### src/rtl/measure_collapse_pkg.sv
// qc_pkg: shared amplitude type, fixed-point defaults and FSM state encodings
package qc_pkg;
  typedef struct packed {
    logic [7:0] re;
    logic [7:0] im;
  } complexNum;
  localparam int DEF_N = 1;
  localparam int DEF_Q = 6;
  typedef logic [1:0] fsmState;
  localparam fsmState IDLE     = 2'd0;
  localparam fsmState SCAN     = 2'd1;
  localparam fsmState COLLAPSE = 2'd2;
endpackage

### src/rtl/measure_collapse_if.sv
// measure_collapse_if: request/result bundle between a measurement requester and measure_collapse
interface measure_collapse_if import qc_pkg::*; #(parameter int N = DEF_N, parameter int Q = DEF_Q) ();
  logic start;
  logic [Q-1:0] rand_val;
  complexNum [2**N-1:0] state;
  logic busy;
  logic done;
  logic err;
  logic [N-1:0] outcome;
  complexNum [2**N-1:0] outState;
  modport master (output start, rand_val, state, input busy, done, err, outcome, outState);
  modport slave (input start, rand_val, state, output busy, done, err, outcome, outState);
endinterface

### src/rtl/measure_collapse_prob_calc.sv
// prob_calc: squared magnitude of one sign-magnitude complex amplitude, truncated to Q fractional bits
module prob_calc import qc_pkg::*; #(parameter int Q = DEF_Q) (
  input  complexNum  a,
  output logic [8:0] p
);
  logic [13:0] re2, im2;
  assign re2 = a.re[6:0] * a.re[6:0];
  assign im2 = a.im[6:0] * a.im[6:0];
  assign p = 9'((re2 >> Q) + (im2 >> Q));
endmodule

### src/rtl/measure_collapse.sv
// measure_collapse: projective measurement of a 2**N amplitude state; MEASURE_LFSR_EN selects an internal LFSR threshold
module measure_collapse import qc_pkg::*; #(parameter int N = DEF_N, parameter int Q = DEF_Q) (
  input logic clk,
  input logic rst,
  measure_collapse_if.slave bus
);
  localparam int M = 2**N;
  fsmState fsm;
  complexNum [M-1:0] st;
  logic [Q-1:0] thr, thrSrc;
  logic [8+N:0] acc, cumNext;
  logic [N-1:0] idx, sel;
  logic found;
  logic [8:0] p;
  prob_calc #(.Q(Q)) uProb (.a(st[idx]), .p(p));
  assign cumNext = acc + {{N{1'b0}}, p};
  assign bus.busy = fsm != IDLE;
`ifdef MEASURE_LFSR_EN
  logic [15:0] lfsr;
  // free-running Fibonacci LFSR, taps 16,14,13,11
  always_ff @(posedge clk or posedge rst)
    if (rst) lfsr <= 16'hACE1;
    else lfsr <= {lfsr[14:0], lfsr[15] ^ lfsr[13] ^ lfsr[12] ^ lfsr[10]};
  assign thrSrc = lfsr[Q-1:0];
`else
  assign thrSrc = bus.rand_val;
`endif
  // latch on start, scan every index for constant latency, then register the collapsed state
  always_ff @(posedge clk or posedge rst) begin
    if (rst) begin
      fsm <= IDLE;
      st <= '0;
      thr <= '0;
      acc <= '0;
      idx <= '0;
      sel <= '0;
      found <= 1'b0;
      bus.done <= 1'b0;
      bus.err <= 1'b0;
      bus.outcome <= '0;
      bus.outState <= '0;
    end else begin
      bus.done <= 1'b0;
      case (fsm)
        IDLE: if (bus.start) begin
          st <= bus.state;
          thr <= thrSrc;
          acc <= '0;
          idx <= '0;
          sel <= '0;
          found <= 1'b0;
          fsm <= SCAN;
        end
        SCAN: begin
          acc <= cumNext;
          idx <= idx + 1'b1;
          if (!found && p != '0) sel <= idx;
          found <= found | (cumNext > {{(9+N-Q){1'b0}}, thr});
          if (&idx) fsm <= COLLAPSE;
        end
        COLLAPSE: begin
          for (int i = 0; i < M; i++) bus.outState[i] <= (i == int'(sel)) ? st[i] : '0;
          bus.outcome <= sel;
          bus.err <= acc == '0;
          bus.done <= 1'b1;
          fsm <= IDLE;
        end
        default: fsm <= IDLE;
      endcase
    end
  end
endmodule

### src/flat_wrapper.sv
// flat-port wrapper written by rule: the top's interface ports become plain ports
module measure_collapse_flat import qc_pkg::*;
#(parameter int N = DEF_N, parameter int Q = DEF_Q)
  (clk, rst, bus_start, bus_rand_val, bus_state, bus_busy, bus_done, bus_err, bus_outcome, bus_outState);
  measure_collapse_if #(.N(N), .Q(Q)) bus_i ();
  input logic clk;
  input logic rst;
  input wire logic [$bits(bus_i.start)-1:0] bus_start;
  input wire logic [$bits(bus_i.rand_val)-1:0] bus_rand_val;
  input wire logic [$bits(bus_i.state)-1:0] bus_state;
  output wire logic [$bits(bus_i.busy)-1:0] bus_busy;
  output wire logic [$bits(bus_i.done)-1:0] bus_done;
  output wire logic [$bits(bus_i.err)-1:0] bus_err;
  output wire logic [$bits(bus_i.outcome)-1:0] bus_outcome;
  output wire logic [$bits(bus_i.outState)-1:0] bus_outState;
  assign bus_i.start = bus_start;
  assign bus_i.rand_val = bus_rand_val;
  assign bus_i.state = bus_state;
  assign bus_busy = bus_i.busy;
  assign bus_done = bus_i.done;
  assign bus_err = bus_i.err;
  assign bus_outcome = bus_i.outcome;
  assign bus_outState = bus_i.outState;
  measure_collapse #(.N(N), .Q(Q)) u_core (.clk(clk), .rst(rst), .bus(bus_i));
endmodule
### config.mk
export PLATFORM = sky130hd
export DESIGN_NAME = measure_collapse_flat
export DESIGN_NICKNAME = d
export VERILOG_FILES = /design/src/rtl/measure_collapse_pkg.sv /design/src/rtl/measure_collapse_if.sv /design/src/rtl/measure_collapse_prob_calc.sv /design/src/rtl/measure_collapse.sv /design/src/flat_wrapper.sv
export SDC_FILE = /design/constraint.sdc
export NUM_CORES = 1
export LEC_CHECK = 0
export ABC_AREA = 1
export BUFFER_PORTS_ARGS = -buffer_cell sky130_fd_sc_hd__buf_2
export CAP_MARGIN = 20
export CORE_UTILIZATION = 45
export CTS_CLUSTER_SIZE = 25
export DETAILED_ROUTE_END_ITERATION = 16
export HOLD_SLACK_MARGIN = 0.08
export PLACE_DENSITY = 0.76
export SLEW_MARGIN = 20
export SYNTH_ARGS = -nofsm -noshare
export SYNTH_HDL_FRONTEND = slang
export SYNTH_SLANG_ARGS = --single-unit
export TNS_END_PERCENT = 1
### constraint.sdc
create_clock -name clk -period 8.1 [get_ports clk]
set_input_delay 0.405 -clock clk [delete_from_list [all_inputs] [get_ports clk]]
set_output_delay 0.405 -clock clk [all_outputs]
set_load 0.02 [all_outputs]
==> impl_results.html <==
<table>
<tr><th>Metric</th><th>Value</th></tr>
<tr><th colspan="2">Status</th></tr>
<tr><td>Status</td><td>complete, no violations</td></tr>
<tr><th colspan="2">Yosys</th></tr>
<tr><td>Top FF cell, synth</td><td>sky130_fd_sc_hd__dfrtp_1</td></tr>
<tr><td>Post-synth EDFFs</td><td>0</td></tr>
<tr><td>Post-synthesis share of cell area spent on full adders, half adders and majority gates</td><td>20.9%</td></tr>
<tr><td>Share of the yosys chip area belonging to registers</td><td>32.6%</td></tr>
<tr><td>Number of instances in the synthesized netlist</td><td>846</td></tr>
<tr><td>Unique cell type count in the Yosys netlist</td><td>38</td></tr>
<tr><td>Fraction of synthesized cell area in xor and xnor cells</td><td>4.02%</td></tr>
<tr><td>Yosys synthesis warning count</td><td>0</td></tr>
<tr><td>Synth async-reset ratio</td><td>100%</td></tr>
<tr><td>Post-synthesis share of cell area spent on and, or, nand and nor gates</td><td>18.7%</td></tr>
<tr><td>Post-synth design cell area</td><td>0.00675 mm2</td></tr>
<tr><td>Main combinational cell family by area after synthesis</td><td>adder cells</td></tr>
<tr><td>Share of synthesized area spent on multiplexers</td><td>0%</td></tr>
<tr><td>Compound-cell area share of the yosys netlist</td><td>13.9%</td></tr>
<tr><td>Net count after synthesis</td><td>984</td></tr>
<tr><td>Yosys reg bits</td><td>88</td></tr>
<tr><td>Average size of a mapped cell</td><td>7.98 um2</td></tr>
<tr><th colspan="2">Global route</th></tr>
<tr><td>Total routing usage reported by global routing</td><td>19.6%</td></tr>
<tr><td>First-pass GRT wire length</td><td>25.3 mm</td></tr>
<tr><td>Antenna violations before repair</td><td>0</td></tr>
<tr><td>Pin count of the biggest net entering global routing</td><td>74</td></tr>
<tr><td>Overall overflow remaining after global route</td><td>0</td></tr>
<tr><td>Vias in the first global route</td><td>5,618</td></tr>
<tr><th colspan="2">Detailed routing</th></tr>
<tr><td>Detailed Route WL</td><td>14.3 mm</td></tr>
<tr><td>Average routed wire per standard cell</td><td>12.9 um</td></tr>
<tr><td>Met1 WL</td><td>6.64 mm</td></tr>
<tr><td>Detail-routed via count per cell</td><td>5.11</td></tr>
<tr><td>Number of nets with antenna violations after routing</td><td>0</td></tr>
<tr><td>DRC marker count from the first detailed-route iteration</td><td>329</td></tr>
<tr><td>Routed length on met2</td><td>6.79 mm</td></tr>
<tr><td>Number of vias after detailed routing</td><td>5,665</td></tr>
<tr><td>Number of remaining DRC errors</td><td>0</td></tr>
<tr><td>Met3 layer wire length in the routed design</td><td>610 um</td></tr>
<tr><td>Highest routing layer actually used</td><td>met4</td></tr>
<tr><td>Router iterations before antenna repair</td><td>5</td></tr>
<tr><th colspan="2">CTS</th></tr>
<tr><td>Clock sinks</td><td>88</td></tr>
<tr><td>Root Buffer</td><td>sky130_fd_sc_hd__clkbuf_16</td></tr>
<tr><td>TritonCTS buffer count</td><td>9</td></tr>
<tr><td>CTS tree</td><td>built</td></tr>
<tr><td>Worst skew pair latency</td><td>0.35 ns</td></tr>
<tr><td>H-tree levels</td><td>3</td></tr>
<tr><td>Worst-path clk slew</td><td>0.07 ns</td></tr>
<tr><td>Number of buffers on the longest clock path</td><td>2</td></tr>
<tr><th colspan="2">Timing</th></tr>
<tr><td>Total setup violations reported at the end of the flow</td><td>0</td></tr>
<tr><td>Slew Limit Fails</td><td>0</td></tr>
<tr><td>Final worst clock skew</td><td>0.00612 ns</td></tr>
<tr><td>Highest clock frequency the design can meet</td><td>133 MHz</td></tr>
<tr><td>Relative max-transition margin</td><td>54.5%</td></tr>
<tr><td>Least-Margin Pin Slew</td><td>0.683 ns</td></tr>
<tr><td>Min cycle time layout</td><td>7.51 ns</td></tr>
<tr><td>Fraction of the cycle the final worst path needs</td><td>92.7%</td></tr>
<tr><td>Setup_tns</td><td>0 ns</td></tr>
<tr><td>Setup repair after global routing missed its margin</td><td>false</td></tr>
<tr><td>Final hold vios</td><td>0</td></tr>
<tr><th colspan="2">Setup path</th></tr>
<tr><td>Cell with the largest stage delay on the worst path</td><td>sky130_fd_sc_hd__fa_1</td></tr>
<tr><td>Required time of the worst setup path</td><td>8.34 ns</td></tr>
<tr><td>Crit. End Element</td><td>flip-flop</td></tr>
<tr><td>Nature of the critical path startpoint</td><td>flip-flop</td></tr>
<tr><td>Worst-path maximum fanout</td><td>29</td></tr>
<tr><td>CP delay by family, top</td><td>adder cells</td></tr>
<tr><td>Crit path buf inv count</td><td>8</td></tr>
<tr><td>Delay of the slowest cell on the worst path</td><td>0.53 ns</td></tr>
<tr><td>Critical path data arrival time</td><td>7.75 ns</td></tr>
<tr><td>Path type of the worst setup path</td><td>reg2reg</td></tr>
<tr><td>Most common cell type on the critical path</td><td>sky130_fd_sc_hd__inv_1</td></tr>
<tr><th colspan="2">Die</th></tr>
<tr><td>Initial core utilization</td><td>46.3%</td></tr>
<tr><td>Area enclosed by the die boundary</td><td>0.0155 mm2</td></tr>
<tr><td>Height of the chip</td><td>124 um</td></tr>
<tr><td># IOs</td><td>77</td></tr>
<tr><td>Overall die width</td><td>124 um</td></tr>
<tr><td>Number of standard-cell rows in the floorplan</td><td>44</td></tr>
<tr><td>Core area</td><td>0.0146 mm2</td></tr>
<tr><th colspan="2">Placement</th></tr>
<tr><td>Number of buffers added on ports</td><td>76</td></tr>
<tr><td>Final weighted congestion in routability-driven placement</td><td>0.902</td></tr>
<tr><td>Post-detailed-placement half-perimeter wirelength</td><td>11.1 mm</td></tr>
<tr><th colspan="2">Layout</th></tr>
<tr><td># diodes</td><td>0</td></tr>
<tr><td>Final net count</td><td>1,057</td></tr>
<tr><td>Synthesis-to-layout area growth</td><td>13.3%</td></tr>
<tr><td>Share of final-layout standard cells stronger than drive strength 1</td><td>14.5%</td></tr>
<tr><th colspan="2">Flow run</th></tr>
<tr><td>Max capacitance violation total</td><td>0</td></tr>
<tr><th colspan="2">Min path</th></tr>
<tr><td>Type of the worst min-delay path</td><td>in2async</td></tr>
</table>
area by class of cell:
type,instances,area (um2)
clock inverter,7,101
timing repair buffer,83,433
clock buffer,9,225
inverter,151,568
sequential,88,2200
fill,1309,6940
tap,184,230
multi-input combinational,586,3890
worst register-to-register path, delay by kind of cell, from the launching register on:
family | cells | cell delay, ns
AND/OR/NAND/NOR | 15 | 1.64
XOR/XNOR | 3 | 0.49
buffers and inverters | 8 | 0.72
flip-flops | 1 | 0.36
adder cells (fa/ha/maj) | 8 | 3.28
AO/OA/AOI/OAI | 6 | 0.90
Yosys cell counts, drive strengths merged, types with 8 or more instances:
library cell / n / area [um2]
clkbuf: 13 / 48.8
o31ai: 15 / 113
nand2: 205 / 779
fa: 26 / 521
nor2: 58 / 233
a21oi: 23 / 126
dfrtp: 88 / 2200
xor2: 19 / 166
a21o: 9 / 67.6
nand3: 19 / 95.1
inv: 151 / 567
ha: 71 / 888
xnor2: 12 / 105
o21ai: 86 / 494
buf: 8 / 52.6
nand4: 11 / 68.8
cell families after synthesis:
group / Yosys count
compound gates: 151
xor+xnor: 31
fa+ha+maj: 97
buf+inv: 172
flops: 88
simple gates: 307
state kept, by name, summed over array words and instances, names as in the netlist:
signal and count:
u_core.acc 10, u_core.bus.done 1, u_core.bus.err 1, u_core.bus.outState 32, u_core.bus.outcome 1, u_core.found 1, u_core.fsm 2, u_core.idx 1
u_core.sel 1, u_core.st 32, u_core.thr 6
per-stage QoR:
stage	setup slack [ns]	utilization (%)	cells	hold slack (ns)	area, um2
2_1_floorplan	1.15	-	846	0.449	6750
3_3_place_gp	0.841	50.1	1092	0.460	7310
3_5_place_dp	0.584	50.1	1092	0.463	7310
4_1_cts	0.539	52.4	1108	0.0947	7640
5_1_grt	0.000256	52.4	1108	0.135	7650
6_report	0.590	52.4	1108	0.0787	7650
repair_timing:
item	in CTS	in global routing
gates resized for setup	0	2
endpoints found under the setup margin	0	1
hold buffers	0	0
setup buffers	0	0
placed cells by master (no fill, tap or decap), types with 4 or more instances in the layout:
cell	count
sky130_fd_sc_hd__nand2_1	200
sky130_fd_sc_hd__inv_1	148
sky130_fd_sc_hd__dfrtp_1	88
sky130_fd_sc_hd__buf_2	76
sky130_fd_sc_hd__ha_1	71
sky130_fd_sc_hd__o21ai_0	70
sky130_fd_sc_hd__nor2_1	53
sky130_fd_sc_hd__fa_1	26
sky130_fd_sc_hd__a21oi_1	20
sky130_fd_sc_hd__nand3_1	19
sky130_fd_sc_hd__xor2_1	19
sky130_fd_sc_hd__o31ai_1	15
sky130_fd_sc_hd__o21ai_2	12
sky130_fd_sc_hd__xnor2_1	12
sky130_fd_sc_hd__nand4_1	11
sky130_fd_sc_hd__a21o_1	9
sky130_fd_sc_hd__clkbuf_16	9
sky130_fd_sc_hd__o21bai_1	7
sky130_fd_sc_hd__buf_4	7
sky130_fd_sc_hd__nor3_1	6
sky130_fd_sc_hd__nand2_2	5
sky130_fd_sc_hd__nor2_2	4
sky130_fd_sc_hd__or2_2	4
per-layer routing:
| layer | vias to the layer above | track usage [%] |
|---|---|---|
| met3 | 22 | 3.78 |
| met4 | 0 | 5.03 |
| li1 | 2840 | - |
| met1 | 2674 | 26.1 |
| met2 | 129 | 32.6 |
| met5 | - | 0 |
worst paths after layout:
kind,startpoint,endpoint,slack (ns),cells past startpoint
min in group clk,bus_state[7],u_core.st[7]$_DFFE_PP0P_,0.25,3
max reg2reg,u_core.idx$_DFFE_PP0P_,u_core.found$_DFFE_PP0P_,0.59,40
min,rst,u_core.bus.outState[7]$_DFFE_PP0P_,0.08,2
max,u_core.idx$_DFFE_PP0P_,u_core.found$_DFFE_PP0P_,0.59,40
min reg2reg,u_core.bus.outState[12]$_DFFE_PP0P_,u_core.bus.outState[12]$_DFFE_PP0P_,0.48,2
max in group asynchronous,rst,u_core.bus.outState[14]$_DFFE_PP0P_,6.95,3
Power is not shown: default switching activity piles up to over one toggle a cycle in this logic, so the estimate is an artifact.
